==> src/rtl/conv1_ofm_writer_if.sv <==
// -----------------------------------------------------------------------------
// conv1_ofm_writer_if
//
// Bundles the signals between conv1, the layer-1 OFM writer and the RAM
// write port.
//   conv1 side : conv1_sample, conv1_finish, ofm (DSP_NO words), ram_feedback
//   RAM side   : wr_en, wr_addr, wr_data (LANES words)
//   status     : busy, overflow, done, checksum
//
// Modports:
//   master - conv1/producer view: drives sample/finish/ofm, observes the rest.
//   slave  - writer view: consumes sample/finish/ofm, drives the rest.
// -----------------------------------------------------------------------------
interface conv1_ofm_writer_if #(
  parameter int WOUT   = 128,
  parameter int DSP_NO = 64,
  parameter int WIDTH  = 16,
  parameter int LANES  = 4,
  parameter int ADDR_W = $clog2((DSP_NO / LANES) * WOUT * WOUT)
);

  logic                          conv1_sample;
  logic                          conv1_finish;
  logic [DSP_NO-1:0][WIDTH-1:0]  ofm;
  logic                          ram_feedback;
  logic                          wr_en;
  logic [ADDR_W-1:0]             wr_addr;
  logic [LANES*WIDTH-1:0]        wr_data;
  logic                          busy;
  logic                          overflow;
  logic                          done;
  logic [31:0]                   checksum;

  modport master (
    output conv1_sample, conv1_finish, ofm,
    input  ram_feedback, wr_en, wr_addr, wr_data, busy, overflow, done, checksum
  );

  modport slave (
    input  conv1_sample, conv1_finish, ofm,
    output ram_feedback, wr_en, wr_addr, wr_data, busy, overflow, done, checksum
  );

endinterface : conv1_ofm_writer_if

==> src/rtl/conv1_ofm_writer.sv <==
// -----------------------------------------------------------------------------
// conv1_ofm_writer
//
// Consumer end of the conv1 output interface. On each conv1_sample pulse the
// DSP_NO channel words are latched into a holding buffer and drained LANES
// words per cycle into the layer-1 OFM RAM. The RAM is channel-group-major:
//   wr_addr = grp * WOUT*WOUT + pix
// Once every pixel has been stored and conv1_finish is high, ram_feedback
// pulses for one cycle and the block parks in DONE until reset.
//
// Ports:
//   clk   - clock
//   rst   - asynchronous active-low reset
//   bus   - conv1_ofm_writer_if.slave (conv1 inputs, RAM write port, status)
//
// Optional feature (macro CONV1_WR_CHECKSUM_EN):
//   defined   - checksum is the 32-bit wrapping sum of every WIDTH-bit word
//               written, updated together with the write.
//   undefined - checksum is tied to 0.
// -----------------------------------------------------------------------------
module conv1_ofm_writer #(
  parameter int WOUT   = 128,
  parameter int DSP_NO = 64,
  parameter int WIDTH  = 16,
  parameter int LANES  = 4,
  parameter int ADDR_W = $clog2((DSP_NO / LANES) * WOUT * WOUT)
) (
  input logic               clk,
  input logic               rst,
  conv1_ofm_writer_if.slave bus
);

  localparam int NPIX   = WOUT * WOUT;
  localparam int GROUPS = DSP_NO / LANES;
  localparam int PIX_W  = $clog2(NPIX) + 1;
  localparam int GRP_W  = (GROUPS > 1) ? $clog2(GROUPS) : 1;
  localparam int IDX_W  = (DSP_NO > 1) ? $clog2(DSP_NO) : 1;

  typedef enum logic [1:0] {
    IDLE  = 2'd0,
    DRAIN = 2'd1,
    DONE  = 2'd2
  } state_t;

  // Registered state
  state_t                        state_q;
  logic [GRP_W-1:0]              grp_q;
  logic [PIX_W-1:0]              pix_q;
  logic                          wr_en_q;
  logic [ADDR_W-1:0]             wr_addr_q;
  logic [LANES*WIDTH-1:0]        wr_data_q;
  logic                          ovf_q;
  logic                          fb_q;
  logic [DSP_NO-1:0][WIDTH-1:0]  buffer;

  // Next-state values
  state_t                        state_d;
  logic [GRP_W-1:0]              grp_d;
  logic [PIX_W-1:0]              pix_d;
  logic                          wr_en_d;
  logic [ADDR_W-1:0]             wr_addr_d;
  logic [LANES*WIDTH-1:0]        wr_data_d;
  logic                          ovf_d;
  logic                          fb_d;

  // Datapath control from the FSM
  logic                          load;      // capture ofm into the buffer
  logic                          from_ofm;  // first write comes straight from ofm
  logic [GRP_W-1:0]              sel_grp;   // group placed on the write port next
  logic [IDX_W-1:0]              sel_base;  // first channel of sel_grp

  // ---------------------------------------------------------------------------
  // Next-state and next-output logic.
  // Outputs are registered, so this block computes what the write port shows
  // in the *following* cycle: the accept edge already loads group 0, and each
  // DRAIN cycle loads the group after the one currently visible.
  // ---------------------------------------------------------------------------
  always_comb begin
    // NOTE: every signal gets a default before the case so no path leaves one
    // unassigned; a missing default here would infer a latch.
    state_d   = state_q;
    grp_d     = grp_q;
    pix_d     = pix_q;
    ovf_d     = ovf_q;
    fb_d      = 1'b0;
    wr_en_d   = 1'b0;
    wr_addr_d = '0;
    wr_data_d = '0;
    load      = 1'b0;
    from_ofm  = 1'b0;
    sel_grp   = '0;
    sel_base  = '0;

    case (state_q)
      IDLE: begin
        if (bus.conv1_sample && (pix_q < PIX_W'(NPIX))) begin
          load     = 1'b1;
          from_ofm = 1'b1;
          grp_d    = '0;
          wr_en_d  = 1'b1;
          state_d  = DRAIN;
        end else if ((pix_q == PIX_W'(NPIX)) && bus.conv1_finish) begin
          // Samples arriving once the map is full are silently ignored.
          fb_d    = 1'b1;
          state_d = DONE;
        end
      end

      DRAIN: begin
        // The buffer is busy: any new sample is dropped and flagged.
        if (bus.conv1_sample) begin
          ovf_d = 1'b1;
        end
        if (grp_q == GRP_W'(GROUPS - 1)) begin
          if (pix_q != PIX_W'(NPIX)) begin
            pix_d = pix_q + PIX_W'(1);
          end
          state_d = IDLE;
        end else begin
          grp_d   = grp_q + GRP_W'(1);
          sel_grp = grp_q + GRP_W'(1);
          wr_en_d = 1'b1;
        end
      end

      DONE: begin
        // Terminal until reset.
      end

      default: begin
        state_d = IDLE;
      end
    endcase

    // Write port is zero whenever no write is issued.
    if (wr_en_d) begin
      sel_base  = IDX_W'(sel_grp) * IDX_W'(LANES);
      wr_addr_d = ADDR_W'(sel_grp) * ADDR_W'(NPIX) + ADDR_W'(pix_q);
      if (from_ofm) begin
        wr_data_d = bus.ofm[LANES-1:0];
      end else begin
        wr_data_d = buffer[sel_base +: LANES];
      end
    end
  end

  // ---------------------------------------------------------------------------
  // State and output registers
  // ---------------------------------------------------------------------------
  always_ff @(posedge clk or negedge rst) begin
    // NOTE: sequential state uses non-blocking assignments so every register
    // samples the pre-edge values regardless of statement order.
    if (!rst) begin
      state_q   <= IDLE;
      grp_q     <= '0;
      pix_q     <= '0;
      wr_en_q   <= 1'b0;
      wr_addr_q <= '0;
      wr_data_q <= '0;
      ovf_q     <= 1'b0;
      fb_q      <= 1'b0;
    end else begin
      state_q   <= state_d;
      grp_q     <= grp_d;
      pix_q     <= pix_d;
      wr_en_q   <= wr_en_d;
      wr_addr_q <= wr_addr_d;
      wr_data_q <= wr_data_d;
      ovf_q     <= ovf_d;
      fb_q      <= fb_d;
    end
  end

  // NOTE: the holding buffer has no reset; its contents are only read after a
  // capture, and leaving it unreset lets it map onto plain flops/RAM.
  always_ff @(posedge clk) begin
    if (load) begin
      buffer <= bus.ofm;
    end
  end

  // ---------------------------------------------------------------------------
  // Optional running checksum of every word written
  // ---------------------------------------------------------------------------
`ifdef CONV1_WR_CHECKSUM_EN
  logic [31:0] csum_q;
  logic [31:0] csum_d;

  always_comb begin
    csum_d = csum_q;
    if (wr_en_d) begin
      for (int l = 0; l < LANES; l++) begin
        csum_d = csum_d + 32'(wr_data_d[l*WIDTH +: WIDTH]);
      end
    end
  end

  always_ff @(posedge clk or negedge rst) begin
    if (!rst) begin
      csum_q <= '0;
    end else begin
      csum_q <= csum_d;
    end
  end

  assign bus.checksum = csum_q;
`else
  assign bus.checksum = 32'd0;
`endif

  // ---------------------------------------------------------------------------
  // Output mapping
  // ---------------------------------------------------------------------------
  assign bus.wr_en        = wr_en_q;
  assign bus.wr_addr      = wr_addr_q;
  assign bus.wr_data      = wr_data_q;
  assign bus.ram_feedback = fb_q;
  assign bus.overflow     = ovf_q;
  assign bus.busy         = (state_q == DRAIN);
  assign bus.done         = (state_q == DONE);

endmodule : conv1_ofm_writer
==> src/flat_wrapper.sv <==
// flat-port wrapper written by rule: the top's interface ports become plain ports
module conv1_ofm_writer_flat 
#(
  parameter int WOUT   = 128,
  parameter int DSP_NO = 64,
  parameter int WIDTH  = 16,
  parameter int LANES  = 4,
  parameter int ADDR_W = $clog2((DSP_NO / LANES) * WOUT * WOUT)
)
  (clk, rst, bus_conv1_sample, bus_conv1_finish, bus_ofm, bus_ram_feedback, bus_wr_en, bus_wr_addr, bus_wr_data, bus_busy, bus_overflow, bus_done, bus_checksum);
  conv1_ofm_writer_if #(.WOUT(WOUT), .DSP_NO(DSP_NO), .WIDTH(WIDTH), .LANES(LANES), .ADDR_W(ADDR_W)) bus_i ();
  input logic clk;
  input logic rst;
  input wire logic [$bits(bus_i.conv1_sample)-1:0] bus_conv1_sample;
  input wire logic [$bits(bus_i.conv1_finish)-1:0] bus_conv1_finish;
  input wire logic [$bits(bus_i.ofm)-1:0] bus_ofm;
  output wire logic [$bits(bus_i.ram_feedback)-1:0] bus_ram_feedback;
  output wire logic [$bits(bus_i.wr_en)-1:0] bus_wr_en;
  output wire logic [$bits(bus_i.wr_addr)-1:0] bus_wr_addr;
  output wire logic [$bits(bus_i.wr_data)-1:0] bus_wr_data;
  output wire logic [$bits(bus_i.busy)-1:0] bus_busy;
  output wire logic [$bits(bus_i.overflow)-1:0] bus_overflow;
  output wire logic [$bits(bus_i.done)-1:0] bus_done;
  output wire logic [$bits(bus_i.checksum)-1:0] bus_checksum;
  assign bus_i.conv1_sample = bus_conv1_sample;
  assign bus_i.conv1_finish = bus_conv1_finish;
  assign bus_i.ofm = bus_ofm;
  assign bus_ram_feedback = bus_i.ram_feedback;
  assign bus_wr_en = bus_i.wr_en;
  assign bus_wr_addr = bus_i.wr_addr;
  assign bus_wr_data = bus_i.wr_data;
  assign bus_busy = bus_i.busy;
  assign bus_overflow = bus_i.overflow;
  assign bus_done = bus_i.done;
  assign bus_checksum = bus_i.checksum;
  conv1_ofm_writer #(.WOUT(WOUT), .DSP_NO(DSP_NO), .WIDTH(WIDTH), .LANES(LANES), .ADDR_W(ADDR_W)) u_core (.clk(clk), .rst(rst), .bus(bus_i));
endmodule
==> config.mk <==
export PLATFORM = sky130hd
export DESIGN_NAME = conv1_ofm_writer_flat
export DESIGN_NICKNAME = d
export VERILOG_FILES = /design/src/rtl/conv1_ofm_writer_if.sv /design/src/rtl/conv1_ofm_writer.sv /design/src/flat_wrapper.sv
export SDC_FILE = /design/constraint.sdc
export NUM_CORES = 1
export LEC_CHECK = 0
export CORE_AREA = 2 2 443 445
export CTS_CLUSTER_DIAMETER = 120
export DETAILED_ROUTE_END_ITERATION = 7
export DIE_AREA = 0 0 445 447
export HOLD_SLACK_MARGIN = 0.02
export MAX_ROUTING_LAYER = met4
export PLACE_DENSITY = 0.55
export REMOVE_ABC_BUFFERS = 1
export SLEW_MARGIN = 0
export SYNTH_ARGS = -nofsm -noshare
export SYNTH_HDL_FRONTEND = slang
export SYNTH_SLANG_ARGS = --single-unit
==> constraint.sdc <==
create_clock -name clk -period 41.1 [get_ports clk]
set_clock_uncertainty 0.1 [all_clocks]
set_input_delay 8.22 -clock clk [delete_from_list [all_inputs] [get_ports clk]]
set_output_delay 8.22 -clock clk [all_outputs]
set_load 0.005 [all_outputs]
Word level (Yosys, flattened, before mapping). Cells that the tools add are included.

Add/subtract/negate cells: 3. $lt $le $gt $ge: 1. Equal/unequal tests: 9. Shift-type cells: 16. Muxes and demuxes: 19. Bitwise gates (word level): 1. Reductions and logical operators: 8.

Operators with widths (number): 64-bit by 7-bit variable part select with 4-bit output (16); 64-bit 2-to-1 mux (2); 18-bit by 15-bit adder with 18-bit output (1); 18-bit 2-to-1 mux (1); 4-bit 2-to-1 mux (4); 15-bit by 1-bit adder with 15-bit output (second input constant) (1); 15-bit equality test (second input constant) (1); 15-bit < comparator (second input constant) (1); 15-bit != test (second input constant) (1); 3-bit AND reduction (3); 4-bit case mux with 2 select lines (1); 1-bit 2-to-1 mux (6); 2-bit 2-to-1 mux (3); 2-bit case mux with 3 select lines (1); 4-bit by 1-bit adder with 4-bit output (second input constant) (1); 4-bit equality test (second input constant) (1); 2-bit by 1-bit != test with 1-bit output (second input constant) (2); 3-bit by 1-bit != test with 1-bit output (second input constant) (1); 2-bit by 1-bit equality test with 1-bit output (second input constant) (1); 2-bit equality test (second input constant) (1); 1-bit logical AND (2); 2-bit logical NOT (1); 2-bit != test (second input constant) (1); 1-bit case mux with 2 select lines (1); other kinds (3) (3).

Flip-flop bits (word level): 1130. Input port bits: 1028.

Depth between registers and ports, before layout.
Word-level depth: 6. Depth in mapped cells: 12.

Worst setup path after synthesis. OpenSTA, ideal clock, no wires.

Path kind: input -> register. Start point: input bus_conv1_sample. End point: register u_core.wr_data_q[54], in the netlist u_core.bus.wr_data[54]. Setup time: 0.184 ns. Data arrival time: 39.150 ns. Setup slack: 1.667 ns. Cell stages on the path: 4. Cells stage by stage: nand2b_1 -> nor3_1 -> clkbuf_1 -> a221o_1.

Longest elaborated chain between the ends: 5.

RTL lines: start: declaration (line flat_wrapper.sv:14) `input wire logic [$bits(bus_i.conv1_sample)-1:0] bus_conv1_sample;`; 1-bit logical AND (line conv1_ofm_writer.sv:96) `if (bus.conv1_sample && (pix_q < PIX_W'(NPIX))) begin`; 1-bit 2-to-1 mux (line conv1_ofm_writer.sv:96); 1-bit 2-to-1 mux (line conv1_ofm_writer.sv:94) `case (state_q)`; net u_core.from_ofm (line conv1_ofm_writer.sv:68) `logic from_ofm;`; 64-bit 2-to-1 mux (line conv1_ofm_writer.sv:139) `if (from_ofm) begin`; 64-bit 2-to-1 mux (line conv1_ofm_writer.sv:136) `if (wr_en_d) begin`; net u_core.wr_data_d[54] (line conv1_ofm_writer.sv:62) `logic [LANES*WIDTH-1:0] wr_data_d;`; end signal: assignment (line conv1_ofm_writer.sv:168) `wr_data_q <= wr_data_d;`; end: declaration (line conv1_ofm_writer.sv:51) `logic [LANES*WIDTH-1:0] wr_data_q;`.

The timed path passes the listed nets, and every way through them passes these cells. A chain may end at the register's enable or synchronous reset.

Worst setup path after layout.
Start point: input bus_conv1_sample. End point: register u_core.buffer[1001] (netlist name), enable pin.

Longest elaborated chain between the ends: 3.

RTL lines: 1-bit logical AND (line conv1_ofm_writer.sv:96); 1-bit 2-to-1 mux (line conv1_ofm_writer.sv:96); 1-bit 2-to-1 mux (line conv1_ofm_writer.sv:94); end signal: assignment (line conv1_ofm_writer.sv:178) `buffer <= bus.ofm;`; end: declaration (line conv1_ofm_writer.sv:54) `logic [DSP_NO-1:0][WIDTH-1:0] buffer;`.

Every way passes these cells.

==> flow_summary.toml <==
[yosys]
synth-edff-count = 1024
synthTopCellsByArea = "sky130_fd_sc_hd__edfxtp_1, sky130_fd_sc_hd__dfrtp_1, sky130_fd_sc_hd__mux2i_1"
synth_largest_area_cell = "sky130_fd_sc_hd__edfxtp_1"
synth.top_cell.area_share_pct = 70.09
seq_area_frac_synth_pct = 76.14
total_of_flip_flops_plus_latches_after_synthesis = 1130
postSynth.asyncResetShare_pct = 9.381
ys_dominant_reg_cell = "sky130_fd_sc_hd__edfxtp_1"
synthDistinctLibCells = 45
ys.warnings.count = 0
synth_cells = 2564
avgSynthCellArea_sq_um = 17.11
synth.cell_area_sq_um = 43870

[pwr]
power_switching_uw = 1651
swShare_pct = 37.80
vdd_ir_drop_max_v = 0.00005562
internal-power_uw = 2718
power_frac_seq_pct = 34.7
clkPwrFrac_pct = 27.1
design_power_total_uw = 4369
p_leak_uw = 0.02146
powerDensity_nw_per_um2 = 70.10
combinationalPowerShare_pct = 38.2

[critical_path]
timing.critical_path.buf_inv = 7
timing.critical_path.required_ps = 41390
worst-endpoint-arrival_ps = 14100
worst_setup_path_end_kind = "flip-flop"
critical_path_class = "in2reg"
most_used_cell_cp = "sky130_fd_sc_hd__buf_4"
timing.critical_path.slowest_stage_cell = "sky130_fd_sc_hd__buf_4"
crit_path_cell_trace = "clkdlybuf4s50_1 > nand2b_1 > nor3_2 > buf_12 > buf_4 > buf_4 > buf_4 > buf_4 > buf_4"
cpPeakStageDelay_ps = 880
crit_path_start_kind = "input port"
gate_family_responsible_for_the_most_delay_along_the_worst_path = "buffers and inverters"
path_max_fanout = 159

[final_layout]
multiInputGateArea_sq_um = 9505
final_layout_size_suffix_gt1_share_pct = 8.424
final-seq-area_sq_um = 33410
area_delta_synth_final_pct = 42.07
finish.net_count = 4709
fillers = 18990

[clocking]
cts.reportedPaths.clkPinSlew_ps = 60
clk_root_buffer_cell = "sky130_fd_sc_hd__clkbuf_16"
cts-root-to-sink-buffers = 3
post_cts.repair.setup_buffers = 0
htree_levels = 4
post_cts_resized = 0
numClockSinks = 1130
cts_hold_buffers = 0
worstSkewPairLatency_ps = 780
numCtsBuffers = 133
cts_tree = "done"

[floorplanning]
floorplan.die.height_um = 447
initial_core_util_pct = 22.59
die_w_um = 445
i_o_pin_count = 1147
core_footprint_sq_um = 194200
row_cnt = 162
dieArea_sq_um = 198900

[route]
dr.first_iter.drc_count = 3667
drt_drc_violations_left = 13
antenna_left = 0
routed-via-count = 29610
drt-wirelength-per-cell_um = 29.33
drt_wl_total_um = 187800
via_per_inst = 4.625
drt_pre_antenna_iters = 8

[place]
io_port_bufs = 1114
gp_routability_congestion = 0.8937
post-place-ws_ps = 26410
hpwlAfterDp_um = 132300

[grt]
largest_net_degree_at_the_start_of_global_routing = 179
grt_pass1_vias = 29550
grt_overflow_total = 0
wire_length_of_the_first_global_routing_pass_um = 246400
gr-usage-all-layers_pct = 18.68
grt_antenna_before_repair = 99

[hold_path]
worstHoldPathType = "reg2reg"

[timing]
fmax_mhz = 72.39
worst_slew_margin_rel_pct = 24.24
setup_tns_ps = 0
finalSetupViolCount = 0
finalCriticalPeriod_ps = 13810
worst_tran_pin_value_ps = 1136
final_hold_viol_count = 0
post-route-period-util_pct = 33.61
max_slew_violation_count = 0
grt_setup_unrepaired = "no"
final.hold.worst_slack_ps = 379.4
final.setup.worst_slack_ps = 27290

[outcome]
outcome = "finished, violations left"
failed_checks = "DRC"

[job]
maximum_capacitance_violations = 0
[cells in the mapped netlist (all sizes together), types with 10 or more instances]
| library cell | count |
|---|---|
| a222oi | 64 |
| edfxtp | 1024 |
| a211oi | 194 |
| xnor2 | 10 |
| and3 | 192 |
| nand2 | 142 |
| nor2 | 16 |
| and2 | 13 |
| dfrtp | 106 |
| a31oi | 64 |
| a221o | 64 |
| clkbuf | 113 |
| buf | 111 |
| nor4 | 65 |
| a211o | 63 |
| mux2i | 256 |
[stage by stage]
stage | instance area (sq um) | instances | utilization (%)
final | 62320 | 6402 | 32.10
after global routing | 62310 | 6395 | 32.09
after CTS | 62140 | 6329 | 32.00
after detailed placement | 57790 | 6083 | 29.76
after global placement | 57760 | 6082 | 29.75
after floorplan | 42800 | 2371 | -
[routing by layer]
| metal | share of wire (%) | global-route usage (%) |
|---|---|---|
| met5 | 0 | - |
| met4 | 3.3 | 7.651 |
| met3 | 8.6 | 5.616 |
| met2 | 50 | 30.07 |
| met1 | 38 | 21.75 |
[cell type report]
class	instances	area share [%]
Multi-Input combinational cell	1232	15.25
Tap cell	2542	5.103
Clock buffer	182	6.013
Clock inverter	64	0.9737
Timing Repair Buffer	1170	18.70
Sequential cell	1130	53.60
Antenna cell	73	0.2931
Inverter	9	0.06625
[final timing paths]
path                                               endpoint  depth (start not counted)                             from  slack [ps]
max in group asynchronous  u_core.bus.wr_data[54]$_DFF_PN0_                          2                              rst       32190
hold / removal              u_core.bus.overflow$_DFFE_PN0P_                          1  u_core.bus.overflow$_DFFE_PN0P_         380
setup / recovery              u_core.buffer[1001]$_DFFE_PP_                          9                 bus_conv1_sample       27290
hold reg to reg             u_core.bus.overflow$_DFFE_PN0P_                          1  u_core.bus.overflow$_DFFE_PN0P_         380
min in group asynchronous  u_core.bus.wr_data[27]$_DFF_PN0_                          1                              rst        7310
setup reg to reg              u_core.buffer[1001]$_DFFE_PP_                          8     u_core.pix_q[14]$_DFFE_PN0P_       34730
[layout by cell type, fill, tap and decap left out, types with 6 or more instances in the layout]
cell type and count:
sky130_fd_sc_hd__nand3_1 7, sky130_fd_sc_hd__and2_1 13, sky130_fd_sc_hd__dfrtp_1 105, sky130_fd_sc_hd__a221o_1 64, sky130_fd_sc_hd__a211oi_1 155, sky130_fd_sc_hd__clkbuf_8 15
sky130_fd_sc_hd__nand4_1 6, sky130_fd_sc_hd__nor4_1 65, sky130_fd_sc_hd__diode_2 73, sky130_fd_sc_hd__buf_12 6, sky130_fd_sc_hd__a31oi_1 64, sky130_fd_sc_hd__nor2_1 16
sky130_fd_sc_hd__nand2_1 139, sky130_fd_sc_hd__clkbuf_1 30, sky130_fd_sc_hd__clkinv_1 13, sky130_fd_sc_hd__a211o_1 63, sky130_fd_sc_hd__xnor2_1 10, sky130_fd_sc_hd__mux2i_1 256
sky130_fd_sc_hd__inv_6 9, sky130_fd_sc_hd__a222oi_1 64, sky130_fd_sc_hd__conb_1 32, sky130_fd_sc_hd__clkinv_2 20, sky130_fd_sc_hd__buf_4 49, sky130_fd_sc_hd__edfxtp_1 1024
sky130_fd_sc_hd__clkdlybuf4s50_1 1113, sky130_fd_sc_hd__a211oi_2 37, sky130_fd_sc_hd__clkbuf_16 137, sky130_fd_sc_hd__inv_1 7, sky130_fd_sc_hd__bufinv_16 7, sky130_fd_sc_hd__xor2_1 6
sky130_fd_sc_hd__and3_1 192
[power groups by stage]
stage                     Sequential (uW)  Clock (uW)  Combinational, uW
after global routing                 1530        1250               1770
after global placement               1540           0               1670
after CTS                            1520        1210               1690
after detailed placement             1540           0               1690
final                                1520        1180               1670
after floorplan                      1920           0                899
[registers in the layout, indices dropped and copies added (netlist names)]
register,cells
u_core.bus.overflow,1
u_core.buffer,1024
u_core.bus.wr_addr,18
u_core.bus.wr_en,1
u_core.grp_q,4
u_core.bus.ram_feedback,1
u_core.state_q,2
u_core.bus.wr_data,64
u_core.pix_q,15
[cell families after synthesis]
| logic type | after synthesis | share of synthesized area, % |
|---|---|---|
| AOI/OAI and AO/OA | 458 | 9.001 |
| xor gates and xnor gates | 17 | 0.3394 |
| adders and majority gates | 5 | 0.1426 |
| buffers and inverters | 233 | 2.775 |
| DFF | 1130 | 76.14 |
| muxes | 257 | 5.867 |
| other | 1 | 0.008548 |
| and+or+nand+nor | 463 | 5.727 |
[worst register-to-register path, delay by kind of cell, from the launching register on]
family,cells,cell delay (ps)
flops,1,440
buf+inv,6,5010
simple gates,2,400
No activity file was read; power rests on OpenSTA's default activity.
==> variant (config.mk and constraints unchanged) <==
Re-encode `state_t` (3 states) as one-hot, 3 bits wide.
--- a/src/rtl/conv1_ofm_writer.sv
+++ b/src/rtl/conv1_ofm_writer.sv
@@ -36,10 +36,10 @@
   localparam int GRP_W  = (GROUPS > 1) ? $clog2(GROUPS) : 1;
   localparam int IDX_W  = (DSP_NO > 1) ? $clog2(DSP_NO) : 1;
 
-  typedef enum logic [1:0] {
-    IDLE  = 2'd0,
-    DRAIN = 2'd1,
-    DONE  = 2'd2
+  typedef enum logic [2:0] {
+    IDLE  = 3'b001,
+    DRAIN = 3'b010,
+    DONE  = 3'b100
   } state_t;
 
   // Registered state
Check against the original RTL: no difference found for any inputs over 4 cycles, from zero or initial values and one cycle with rst low; so few cycles prove little.
==> variant against the unedited design <==
  * Wire length is 4.6% higher
  * Power down 8.2%
  * Die area unchanged
  * Critical endpoint is now u_core.bus.wr_data[60]
  * Largest cell class unchanged
  * Worst setup slack lost 0.035 ns
  * Largest power group is now sequential cells
  * Combinational power shrank 32%
  * Sequential cell count up 1
  * Cell area increased by 2.4%
  * Area after synthesis increased by 3.8%
  * Critical path depth rose by 2
==> variant: results (changes against the unedited design) <==
The share of the synthesized area in compound gates (AO/OA/AOI/OAI) is 0.105 (was 0.0900), and the number of search-and-repair iterations in the first detailed-routing pass is 5 (was 8). The proportion of layout cells with a drive suffix above 1 works out to 0.0948 (was 0.0842). Commonest cells in the synthesized netlist: 1024 x sky130_fd_sc_hd__edfxtp_1, 185 x sky130_fd_sc_hd__nor2_1, 164 x sky130_fd_sc_hd__clkbuf_1 (was 1024 x sky130_fd_sc_hd__edfxtp_1, 256 x sky130_fd_sc_hd__mux2i_1, 192 x sky130_fd_sc_hd__and3_1). For the weighted congestion reported at the end of routability-driven placement, the log shows 0.880 (was 0.894). For the number of standard cells in the layout, taps in and fillers out, the log shows 6818 (was 6402). The multi-input gate count was 1536 (was 1232). The run gives 74900 um (was 72200 um) as the wire length on met1.

The total half-perimeter wirelength after legalization and detailed placement is 137000 um (was 132000 um). The endpoint of the worst-slack reg-to-reg timing path is u_core.bus.wr_data[60] (was u_core.buffer[1001]). The share of the final layout cell area in multi-input gates was 0.164 (was 0.153). The run gives 0.194 (was 0.187) as the aggregate global-route resource usage. The peak fanout along the critical path is 153 (was 159). The largest net degree at the start of global routing is 154 (was 179), and the met1 usage in global routing is 0.226 (was 0.218).

The static leakage power is 22.1 nW (was 21.5 nW), and the number of global-route vias before repair is 32200 (was 29600). The logs give 0.319 (was 0.301) for the met2 track demand over resource and 261000 um (was 246000 um) for the global-route wire length before repair. The total met3 wirelength after detailed routing was 16100 um (about the same). The tools report the count of mapped cells out of synthesis as 3042 (was 2564). The number of cells on the worst reg-to-reg path came out at 10 (was 8).

The flow ran to the end, and the final reports show no timing, DRC or antenna violations. The fraction of synthesized cell area in xor and xnor cells came out at 0.00346 (was 0.00339). The sequential-to-total area share from yosys stat is 0.734 (was 0.761), and the sequential cell area is 0.0334 mm2 (about the same). The setup slack on the worst flop-to-flop path was 34.54 ns (was 34.73 ns); the mux contribution to synthesized area was 0.0470 (was 0.0587). The number of vias per cell after detailed routing came out at 4.79 (was 4.63). The number of nets in the finished design came out at 5130 (was 4709).

The area added between synthesis and finish came out at 40.2% (was 42.1%). The setup slack of the critical path after layout was 27.25 ns (was 27.29 ns). The worst-margin pin slew was 1.18 ns (was 1.14 ns); the maximum VDD drop was 0.0535 mV (was 0.0556 mV). Number of buffers other than clock buffers in the final layout: 1171 (was 1170). The adder and majority gate portion of the synthesized area works out to 0.00137 (was 0.00143). The count of different cell masters after synthesis is 55 (was 45), and the worst-case hold slack is 0.361 ns (was 0.379 ns). The clock network area share was 0.0709 (was 0.0699).
-- variant: changes by cell type after synthesis, moves of 114 or more --
cell                       change
sky130_fd_sc_hd__o21ai_0     +132
sky130_fd_sc_hd__nand4_1     +115
sky130_fd_sc_hd__nor2_1      +169
sky130_fd_sc_hd__and3_1      -188
sky130_fd_sc_hd__a211oi_1    -151
sky130_fd_sc_hd__mux2_2      +117
sky130_fd_sc_hd__inv_1       +114
sky130_fd_sc_hd__mux2i_1     -175
sky130_fd_sc_hd__a32oi_1     +116
sky130_fd_sc_hd__o22ai_1     +117
-- variant: worst max path at each step --
stage / end / slack [ns] / depth (start not counted)
4_1_cts: u_core.bus.wr_data[14] / 27.37 / 11
6_report: u_core.bus.wr_data[60] / 27.25 / 11
5_1_grt: u_core.bus.wr_data[14] / 26.83 / 11
3_5_place_dp: u_core.bus.wr_data[60] / 26.52 / 11
2_1_floorplan: u_core.bus.wr_addr[10] / 2.88 / 5
3_3_place_gp: u_core.bus.wr_data[14] / 26.64 / 11
